**src/rtl/i3c_line_conditioner_pkg.sv**
```systemverilog
// ---------------------------------------------------------------------------
// i3c_line_conditioner_pkg
// Purpose : Shared constants and types for the I3C SCL/SDA line conditioner.
//           The default constants are also used by wrappers that instantiate
//           the conditioner.
// Contents:
//   I3C_SYNC_STAGES   default synchroniser depth per line
//   I3C_GLITCH_CNT_W  default width of the rejected-spike counters
//   I3C_CNTR_W        default width of the spike-filter length and counters
//   I3C_NUM_LINES     number of conditioned lines (SCL, SDA)
//   I3C_IDX_SCL/SDA   lane index of each line inside the top level
//   i3c_line_t        filtered level plus its edge pulses for one line
// ---------------------------------------------------------------------------
package i3c_line_conditioner_pkg;

  localparam int I3C_SYNC_STAGES  = 2;
  localparam int I3C_GLITCH_CNT_W = 8;
  localparam int I3C_CNTR_W       = 20;

  localparam int I3C_NUM_LINES = 2;
  localparam int I3C_IDX_SCL   = 0;
  localparam int I3C_IDX_SDA   = 1;

  typedef struct packed {
    logic level;  // filtered line level
    logic rise;   // one-cycle pulse when level goes 0 -> 1
    logic fall;   // one-cycle pulse when level goes 1 -> 0
  } i3c_line_t;

endpackage

```
**src/rtl/i3c_line_conditioner_line_filter.sv**
```systemverilog
// ---------------------------------------------------------------------------
// i3c_line_conditioner_line_filter
// Purpose : Conditions one raw open-drain bus line. The raw pin goes through
//           a multi-flop synchroniser, a programmable spike filter and an
//           edge-pulse generator. Spikes that the filter rejects are counted
//           in a saturating counter.
// Ports   :
//   clk_i          core clock
//   rst_ni         asynchronous active-low reset
//   line_i         raw pad level, asynchronous to clk_i
//   enable_i       1 = filter active; 0 = output parked high, counter held
//   filter_len_i   a change is accepted once it has persisted this many
//                  cycles plus one; 0 = accept on the first cycle
//   glitch_clr_i   synchronous clear of the rejected-spike counter
//   line_o         filtered level
//   posedge_o      one-cycle pulse in the cycle line_o becomes 1
//   negedge_o      one-cycle pulse in the cycle line_o becomes 0
//   glitch_cnt_o   number of rejected spikes, saturating at all-ones
// ---------------------------------------------------------------------------
module i3c_line_conditioner_line_filter #(
  parameter int CNTR_W       = 20,
  parameter int SYNC_STAGES  = 2,
  parameter int GLITCH_CNT_W = 8
) (
  input  logic                    clk_i,
  input  logic                    rst_ni,
  input  logic                    line_i,
  input  logic                    enable_i,
  input  logic [CNTR_W-1:0]       filter_len_i,
  input  logic                    glitch_clr_i,
  output logic                    line_o,
  output logic                    posedge_o,
  output logic                    negedge_o,
  output logic [GLITCH_CNT_W-1:0] glitch_cnt_o
);

  // Synchroniser: r_sync[0] samples the pad, r_sync[SYNC_STAGES-1] is the
  // settled level used by the filter. Resets to 1 (idle, pulled-up bus).
  logic [SYNC_STAGES-1:0]  r_sync;
  logic                    r_filt;
  logic [CNTR_W-1:0]       r_cnt;
  logic                    r_pos;
  logic                    r_neg;
  logic [GLITCH_CNT_W-1:0] r_glitch;

  logic                    w_s;
  logic                    w_mismatch;
  logic                    w_accept;
  logic                    w_reject;
  logic                    w_filt_next;
  logic [CNTR_W-1:0]       w_cnt_next;
  logic                    w_pos_next;
  logic                    w_neg_next;
  logic [GLITCH_CNT_W-1:0] w_glitch_next;

  always_ff @(posedge clk_i or negedge rst_ni) begin
    if (!rst_ni) begin
      r_sync <= '1;
    end else begin
      r_sync <= {r_sync[SYNC_STAGES-2:0], line_i};
    end
  end

  assign w_s        = r_sync[SYNC_STAGES-1];
  assign w_mismatch = (w_s != r_filt);
  // >= rather than == so that lowering filter_len_i below the running count
  // accepts the pending change on the next cycle instead of stalling it.
  assign w_accept   = enable_i && w_mismatch && (r_cnt >= filter_len_i);
  // The line fell back to the filtered level before the count completed:
  // that excursion was a spike.
  assign w_reject   = enable_i && !w_mismatch && (r_cnt != '0);

  always_comb begin
    w_filt_next = r_filt;
    w_cnt_next  = r_cnt;
    w_pos_next  = 1'b0;
    w_neg_next  = 1'b0;
    if (!enable_i) begin
      // Disabled: park the output at the idle level without producing edges.
      w_filt_next = 1'b1;
      w_cnt_next  = '0;
    end else if (!w_mismatch) begin
      w_cnt_next = '0;
    end else if (w_accept) begin
      w_filt_next = w_s;
      w_cnt_next  = '0;
      w_pos_next  = w_s;
      w_neg_next  = !w_s;
    end else begin
      // Cannot overflow: r_cnt < filter_len_i on this path.
      w_cnt_next = r_cnt + CNTR_W'(1);
    end
  end

  always_comb begin
    w_glitch_next = r_glitch;
    if (glitch_clr_i) begin
      w_glitch_next = '0;
    end else if (w_reject && (r_glitch != '1)) begin
      w_glitch_next = r_glitch + GLITCH_CNT_W'(1);
    end
  end

  always_ff @(posedge clk_i or negedge rst_ni) begin
    if (!rst_ni) begin
      r_filt   <= 1'b1;
      r_cnt    <= '0;
      r_pos    <= 1'b0;
      r_neg    <= 1'b0;
      r_glitch <= '0;
    end else begin
      r_filt   <= w_filt_next;
      r_cnt    <= w_cnt_next;
      r_pos    <= w_pos_next;
      r_neg    <= w_neg_next;
      r_glitch <= w_glitch_next;
    end
  end

  assign line_o       = r_filt;
  assign posedge_o    = r_pos;
  assign negedge_o    = r_neg;
  assign glitch_cnt_o = r_glitch;

endmodule

```
**src/rtl/i3c_line_conditioner.sv**
```systemverilog
// ---------------------------------------------------------------------------
// i3c_line_conditioner
// Purpose : Front-end conditioning of the raw I3C SCL/SDA pads. Each line is
//           synchronised into clk_i, spike-filtered and turned into a clean
//           level plus one-cycle rise/fall pulses for the downstream edge
//           detectors and bus-condition logic. The two lines are independent.
// Ports   :
//   clk_i, rst_ni           core clock, asynchronous active-low reset
//   scl_i, sda_i            raw pad levels (asynchronous)
//   enable_i                conditioner enable (0 parks outputs high)
//   filter_len_i            spike-filter length in clk_i cycles
//   glitch_clr_i            clears both rejected-spike counters
//   scl_o, sda_o            filtered levels
//   scl/sda_posedge_o       one-cycle rise pulses
//   scl/sda_negedge_o       one-cycle fall pulses
//   scl/sda_glitch_cnt_o    saturating rejected-spike counts
// ---------------------------------------------------------------------------
module i3c_line_conditioner
  import i3c_line_conditioner_pkg::*;
#(
  parameter int CNTR_W       = I3C_CNTR_W,
  parameter int SYNC_STAGES  = I3C_SYNC_STAGES,
  parameter int GLITCH_CNT_W = I3C_GLITCH_CNT_W
) (
  input  logic                    clk_i,
  input  logic                    rst_ni,
  input  logic                    scl_i,
  input  logic                    sda_i,
  input  logic                    enable_i,
  input  logic [CNTR_W-1:0]       filter_len_i,
  input  logic                    glitch_clr_i,
  output logic                    scl_o,
  output logic                    sda_o,
  output logic                    scl_posedge_o,
  output logic                    scl_negedge_o,
  output logic                    sda_posedge_o,
  output logic                    sda_negedge_o,
  output logic [GLITCH_CNT_W-1:0] scl_glitch_cnt_o,
  output logic [GLITCH_CNT_W-1:0] sda_glitch_cnt_o
);

  logic [I3C_NUM_LINES-1:0] w_raw;
  i3c_line_t                w_line   [I3C_NUM_LINES];
  logic [GLITCH_CNT_W-1:0]  w_glitch [I3C_NUM_LINES];

  assign w_raw[I3C_IDX_SCL] = scl_i;
  assign w_raw[I3C_IDX_SDA] = sda_i;

  // Enable, filter length and clear fan out identically to every lane.
  generate
    for (genvar gi = 0; gi < I3C_NUM_LINES; gi++) begin : g_line
      i3c_line_conditioner_line_filter #(
        .CNTR_W       (CNTR_W),
        .SYNC_STAGES  (SYNC_STAGES),
        .GLITCH_CNT_W (GLITCH_CNT_W)
      ) u_filter (
        .clk_i        (clk_i),
        .rst_ni       (rst_ni),
        .line_i       (w_raw[gi]),
        .enable_i     (enable_i),
        .filter_len_i (filter_len_i),
        .glitch_clr_i (glitch_clr_i),
        .line_o       (w_line[gi].level),
        .posedge_o    (w_line[gi].rise),
        .negedge_o    (w_line[gi].fall),
        .glitch_cnt_o (w_glitch[gi])
      );
    end
  endgenerate

  assign scl_o            = w_line[I3C_IDX_SCL].level;
  assign scl_posedge_o    = w_line[I3C_IDX_SCL].rise;
  assign scl_negedge_o    = w_line[I3C_IDX_SCL].fall;
  assign scl_glitch_cnt_o = w_glitch[I3C_IDX_SCL];

  assign sda_o            = w_line[I3C_IDX_SDA].level;
  assign sda_posedge_o    = w_line[I3C_IDX_SDA].rise;
  assign sda_negedge_o    = w_line[I3C_IDX_SDA].fall;
  assign sda_glitch_cnt_o = w_glitch[I3C_IDX_SDA];

endmodule

```
**config.mk**
```make
export PLATFORM = sky130hd
export DESIGN_NAME = i3c_line_conditioner
export DESIGN_NICKNAME = d
export VERILOG_FILES = /design/src/rtl/i3c_line_conditioner_pkg.sv /design/src/rtl/i3c_line_conditioner_line_filter.sv /design/src/rtl/i3c_line_conditioner.sv
export SDC_FILE = /design/constraint.sdc
export NUM_CORES = 1
export LEC_CHECK = 0
export BUFFER_PORTS_ARGS = -buffer_cell sky130_fd_sc_hd__buf_2
export CELL_PAD_IN_SITES_DETAIL_PLACEMENT = 1
export CELL_PAD_IN_SITES_GLOBAL_PLACEMENT = 2
export CORE_MARGIN = 5
export CORE_UTILIZATION = 35
export DETAILED_ROUTE_END_ITERATION = 6
export PLACE_DENSITY_LB_ADDON = 0.08
export SETUP_SLACK_MARGIN = 0.2
export SLEW_MARGIN = 10
export SYNTH_ARGS = -nofsm -noshare
export SYNTH_HDL_FRONTEND = slang
export SYNTH_SLANG_ARGS = --single-unit
```
**constraint.sdc**
```tcl
create_clock -name clk_i -period 2.6 [get_ports clk_i]
set_clock_uncertainty 0.1 [all_clocks]
set_input_delay 0.13 -clock clk_i [delete_from_list [all_inputs] [get_ports clk_i]]
set_output_delay 0.13 -clock clk_i [all_outputs]
set_load 0.05 [all_outputs]
```
# Yosys cells after proc, flatten, opt, wreduce, memory -nomap -nowiden
# Index checks and enable logic that the tools add are counted.
# classes
addsub,4
magnitude_cmp,2
eq_ne,8
mux,28
reduce_logical,20
# ops
op,n
$mux W20,6
$add A20 B1 Y20 const B,2
$ge A20 B20 Y1,2
$reduce_bool A20 Y1,2
$mux W8,4
$mux W1,18
$add A8 B1 Y8 const B,2
$ne A8 B8 Y1 const B,2
$logic_and A1 B1 Y1,10
$ne A2 B1 Y1 const B,4
$logic_not A1 Y1,4
$reduce_and A2 Y1,2
$reduce_bool A2 Y1,2
$ne A1 B1 Y1,2
# word_totals
regBits,66
out_inout_bits,22
wordCells,74

# Depth between registers and ports, before layout
# depth
ltp_word,7
depth_mapped,9
depth_no_buf,8

# Modules after synthesis
# Synthesis repeated with hierarchy kept, for this count alone.
# unflattened
cells_unflattened,444
hier_area_um2,4161.5
# by_module_without_submodules
mod,instances,cells_each,area_per_inst_um2,seq_area_each_um2
i3c_line_conditioner_line_filter at g_line[1].u_filter,1,224,2098.3,829.5
i3c_line_conditioner_line_filter at g_line[0].u_filter,1,220,2063.2,829.5

# Worst setup path before layout
# OpenSTA, ideal clock, no wires.
# synth_timing
kind,register to register
start,reg g_line[1].u_filter.r_glitch[0]
end,reg g_line[1].u_filter.r_glitch[3]
setup_ps,78
t_arrival_ps,1933
slack_ps,489
path_stages_with_launch,7
synth_period_minus_slack_ps,2111
cell_sequence,dfrtp_1 -> ha_1 -> and3_1 -> a311oi_2 -> o21ai_2 -> or3_1 -> a21oi_1
# synth_between
elab_chain_cells,3
# synth_rtl
element,line_no,source
"start, declared",i3c_line_conditioner_line_filter.sv:44,logic [GLITCH_CNT_W-1:0] r_glitch;
"start signal, assigned",i3c_line_conditioner_line_filter.sv:116,r_glitch <= w_glitch_next;
$add A8 B1 Y8 / $ne A8 B8 Y1 (equally long branches),"i3c_line_conditioner_line_filter.sv:100, i3c_line_conditioner_line_filter.sv:99",
$mux W8 / $logic_and A1 B1 Y1 (equally long branches),i3c_line_conditioner_line_filter.sv:99,end else if (w_reject && (r_glitch != '1)) begin
$mux W8 / $reduce_bool A2 Y1 (equally long branches),n/a,
# Parallel ways exist; a longest one is shown, timed or not. The select of a mux whose other input is x is not followed.
# A chain may end at the register's enable or synchronous reset.

# Final worst setup path
# layout_timing
start,reg g_line[0].u_filter.r_cnt[14]
end,reg g_line[0].u_filter.r_cnt[7]
# layout_between
elab_chain_cells,5
# layout_rtl
element,line_no,source
"start, declared",i3c_line_conditioner_line_filter.sv:41,logic [CNTR_W-1:0] r_cnt;
"start signal, assigned",i3c_line_conditioner_line_filter.sv:113,r_cnt <= w_cnt_next;
$ge A20 B20 Y1,i3c_line_conditioner_line_filter.sv:68,assign w_accept = enable_i && w_mismatch && (r_cnt >= filter_len_i);
$logic_and A1 B1 Y1,i3c_line_conditioner_line_filter.sv:68,
$mux W20,i3c_line_conditioner_line_filter.sv:84,end else if (w_accept) begin
$mux W20,i3c_line_conditioner_line_filter.sv:82,end else if (!w_mismatch) begin
$mux W20,i3c_line_conditioner_line_filter.sv:78,if (!enable_i) begin
named net g_line[0].u_filter.w_cnt_next[7],i3c_line_conditioner_line_filter.sv:51,logic [CNTR_W-1:0] w_cnt_next;
# The timed path passes the listed nets, and every way through them passes these cells.

==> flow_summary.toml <==
[cells_and_area]
diodes = 0
area_delta_synth_final_pct = 19.0
drive_above_1_share_pct = 18.4
nets = 561

[floorplan]
die_w_um = 118
core-area_mm2 = 0.0114
die_y_um = 118
initial_core_util_pct = 35.8
dieArea_mm2 = 0.0139
rows = 39
ios = 48

[grt]
antenna_found_initial = 0
grt_usage_pct = 16.1
overflow = 0
grt_pass1_wl_mm = 18.1
grt_max_degree = 30
grt_pass1_vias = 3515

[worst_setup_path]
regToRegSetupSlack_ps = 350
crit_path_top_delay_cell = "dfrtp_1"
worstPathArrival_ps = 2410
path_common_cell = "buf_4"
required_ps = 2760
endpoint_kind = "flip-flop"
worstPathMaxFanout = 19
crit_chain = "ha_1, a21o_1, a21oi_1, a21boi_0, nor4_2, buf_4, nand3_2, buf_4, nor2_1"
max_stage_delay_ps = 430
critical_path_class = "flip-flop to flip-flop"
start_kind = "flip-flop"

[synth]
synthCells = 425
synth-seq-cells = 66
syn-cell-area_mm2 = 0.00409
synth-main-ff-cell = "dfrtp_1"
avgSynthCellArea_um2 = 9.61
synthArstFlopShare_pct = 100
seq_area_frac_synth_pct = 40.6
yosys_warnings = 0
synth_nets = 497
synth_edf_count = 0
synth_cell_types = 48

[power]
power_density_mw_per_mm2 = 502
power.total_mw = 2.44
peakVddDrop_mv = 0.327
leakage_nw = 2.40

[placement]
gp_congestion = 0.751
post-place-ws_ps = 343
hpwl_mm = 7.98
numPortBuffers = 47

[drt]
antenna_left = 0
drt_pass1_iterations = 4
wl_per_cell_um = 16.6
vias = 3251
drcViolationCount = 0
totalWireLength_mm = 10.6
first_iter_violations = 87
vias_per_cell = 5.10

[clocking]
cts_buffers = 9
cts.path.max_buffers = 2
clkSlewWorstSetupHoldPaths_ps = 50
cts.sinks = 66
cts_max_level = 3
cts_root_buf = "clkbuf_16"
cts_tree = "done"
insertion_delay_ps = 330

[sta]
tightest_slew_ps = 428
whs_ps = 39.9
post-route-min-period_ps = 2250
drv_slew = 0
relSlewSlack_pct = 71.2
setup_viol = 0
hold_violations = 0
min_period_over_period_pct = 86.6
max_freq_mhz = 444
finalSetupTns_ps = 0
worst_slack_ps = 349
rsz0062_at_grt = "false"

[min_path]
worstHoldPathType = "input pin to flip-flop"

[run]
drv_cap = 0

[status]
status = "finished clean"
[power breakdown]
group / leakage (nW) / switching, mW / total (mW) / internal, mW
Clock: 0.147 / 0.439 / 1.23 / 0.794
Sequential: 0.898 / 0.00873 / 1.05 / 1.04
Combinational: 1.36 / 0.103 / 0.159 / 0.0564
Total: 2.40 / 0.550 / 2.44 / 1.89
[cell usage in the layout (no fill, tap or decap), types with 6 or more instances in the layout]
| cell type | netlist | final |
|---|---|---|
| a21oi_1 | 16 | 16 |
| nand4_1 | 13 | 13 |
| and4_1 | 8 | 8 |
| nor2_2 | 6 | 6 |
| dfstp_2 | 6 | 6 |
| nor2_1 | 60 | 60 |
| and3_1 | 16 | 16 |
| o21ai_0 | 6 | 6 |
| clkbuf_16 | 0 | 9 |
| nor4_1 | 9 | 9 |
| nor3_1 | 8 | 8 |
| xor2_1 | 29 | 29 |
| buf_4 | 0 | 8 |
| dfrtp_1 | 60 | 59 |
| nand3_1 | 17 | 17 |
| ha_1 | 46 | 46 |
| buf_2 | 2 | 47 |
| inv_1 | 30 | 30 |
| nand2_1 | 28 | 28 |
| xnor2_1 | 20 | 20 |
[final cells by class]
class,count,area (um2)
fill,1346,6560
tap,143,179
multi-input combinational,324,2280
clock inverter,2,35.0
inverter,30,113
sequential,66,1660
clock buffer,14,264
timing repair buffer,58,325
[critical path, delay by kind of cell (launching register included)]
| kind | cells | cell delay [ps] |
|---|---|---|
| adders and majority gates | 1 | 310 |
| buffers and inverters | 2 | 390 |
| and+or+nand+nor | 3 | 510 |
| AOI/OAI and AO/OA | 3 | 440 |
| DFF | 1 | 430 |
[cell families after synthesis]
kind of cell	after synthesis	share of synthesized area, %
flops	66	40.6
mux	4	0.980
buf+inv	35	3.46
xor+xnor	49	10.5
fa+ha+maj	46	14.1
compound gates	42	7.26
simple gates	183	23.1
[per-stage QoR]
| stage | cell area [um2] | instances | util (%) |
|---|---|---|---|
| after floorplan | 4090 | 425 | - |
| after global placement | 4520 | 617 | 39.6 |
| after detailed placement | 4520 | 617 | 39.6 |
| after CTS | 4850 | 636 | 42.5 |
| after global routing | 4860 | 637 | 42.6 |
| final | 4860 | 637 | 42.6 |
[what timing repair did]
| item | in CTS | in global routing |
|---|---|---|
| resized for setup | 0 | 1 |
| endpoints found under the setup margin | 0 | 15 |
| hold buffers | 3 | 0 |
| setup buffers | 0 | 1 |
| hold endpoints to repair | 14 | 0 |
[synthesized netlist by cell type, types with 2 or more instances]
master / count / share of area (%)
dfrtp_1: 60 / 37
nor2_1: 60 / 5.5
ha_1: 46 / 14
inv_1: 30 / 2.8
xor2_1: 29 / 6.2
nand2_1: 28 / 2.6
xnor2_1: 20 / 4.3
nand3_1: 17 / 2.1
a21oi_1: 16 / 2.0
and3_1: 16 / 2.5
nand4_1: 13 / 2.0
nor4_1: 9 / 1.4
and4_1: 8 / 1.7
nor3_1: 8 / 0.98
dfstp_2: 6 / 3.9
nor2_2: 6 / 0.92
o21ai_0: 6 / 0.74
and2_1: 4 / 0.61
mux2i_1: 4 / 0.98
a21o_1: 3 / 0.55
a2111oi_2: 2 / 0.74
a21boi_0: 2 / 0.37
a31oi_1: 2 / 0.31
and4b_1: 2 / 0.49
buf_2: 2 / 0.25
nand2b_1: 2 / 0.31
nor2b_1: 2 / 0.31
nor3b_1: 2 / 0.37
[layer usage]
| layer | track usage [%] | vias up | routed length, um |
|---|---|---|---|
| met5 | 0 | - | 0 |
| met4 | 4.09 | 0 | 95 |
| met3 | 4.37 | 7 | 453 |
| met2 | 26.4 | 59 | 4980 |
| met1 | 20.9 | 1581 | 5050 |
| li1 | - | 1604 | - |
[worst paths after layout]
path | start | endpoint | cells after the start
hold reg to reg | g_line[0].u_filter.r_sync[0] | g_line[0].u_filter.r_sync[1] | 0
max in group asynchronous | rst_ni | g_line[1].u_filter.r_sync[1] | 3
setup / recovery | g_line[0].u_filter.r_cnt[14] | g_line[0].u_filter.r_cnt[7] | 9
hold / removal | enable_i | g_line[0].u_filter.negedge_o | 3
setup reg to reg | g_line[0].u_filter.r_cnt[14] | g_line[0].u_filter.r_cnt[7] | 9
min in group asynchronous | rst_ni | g_line[0].u_filter.r_cnt[12] | 2
[registers in the layout, indices dropped and copies added, names as in the netlist]
signal                        flops
g_line.u_filter.glitch_cnt_o     16
g_line.u_filter.line_o            2
g_line.u_filter.negedge_o         2
g_line.u_filter.posedge_o         2
g_line.u_filter.r_cnt            40
g_line.u_filter.r_sync            4
No activity file was read; power rests on OpenSTA's default activity.
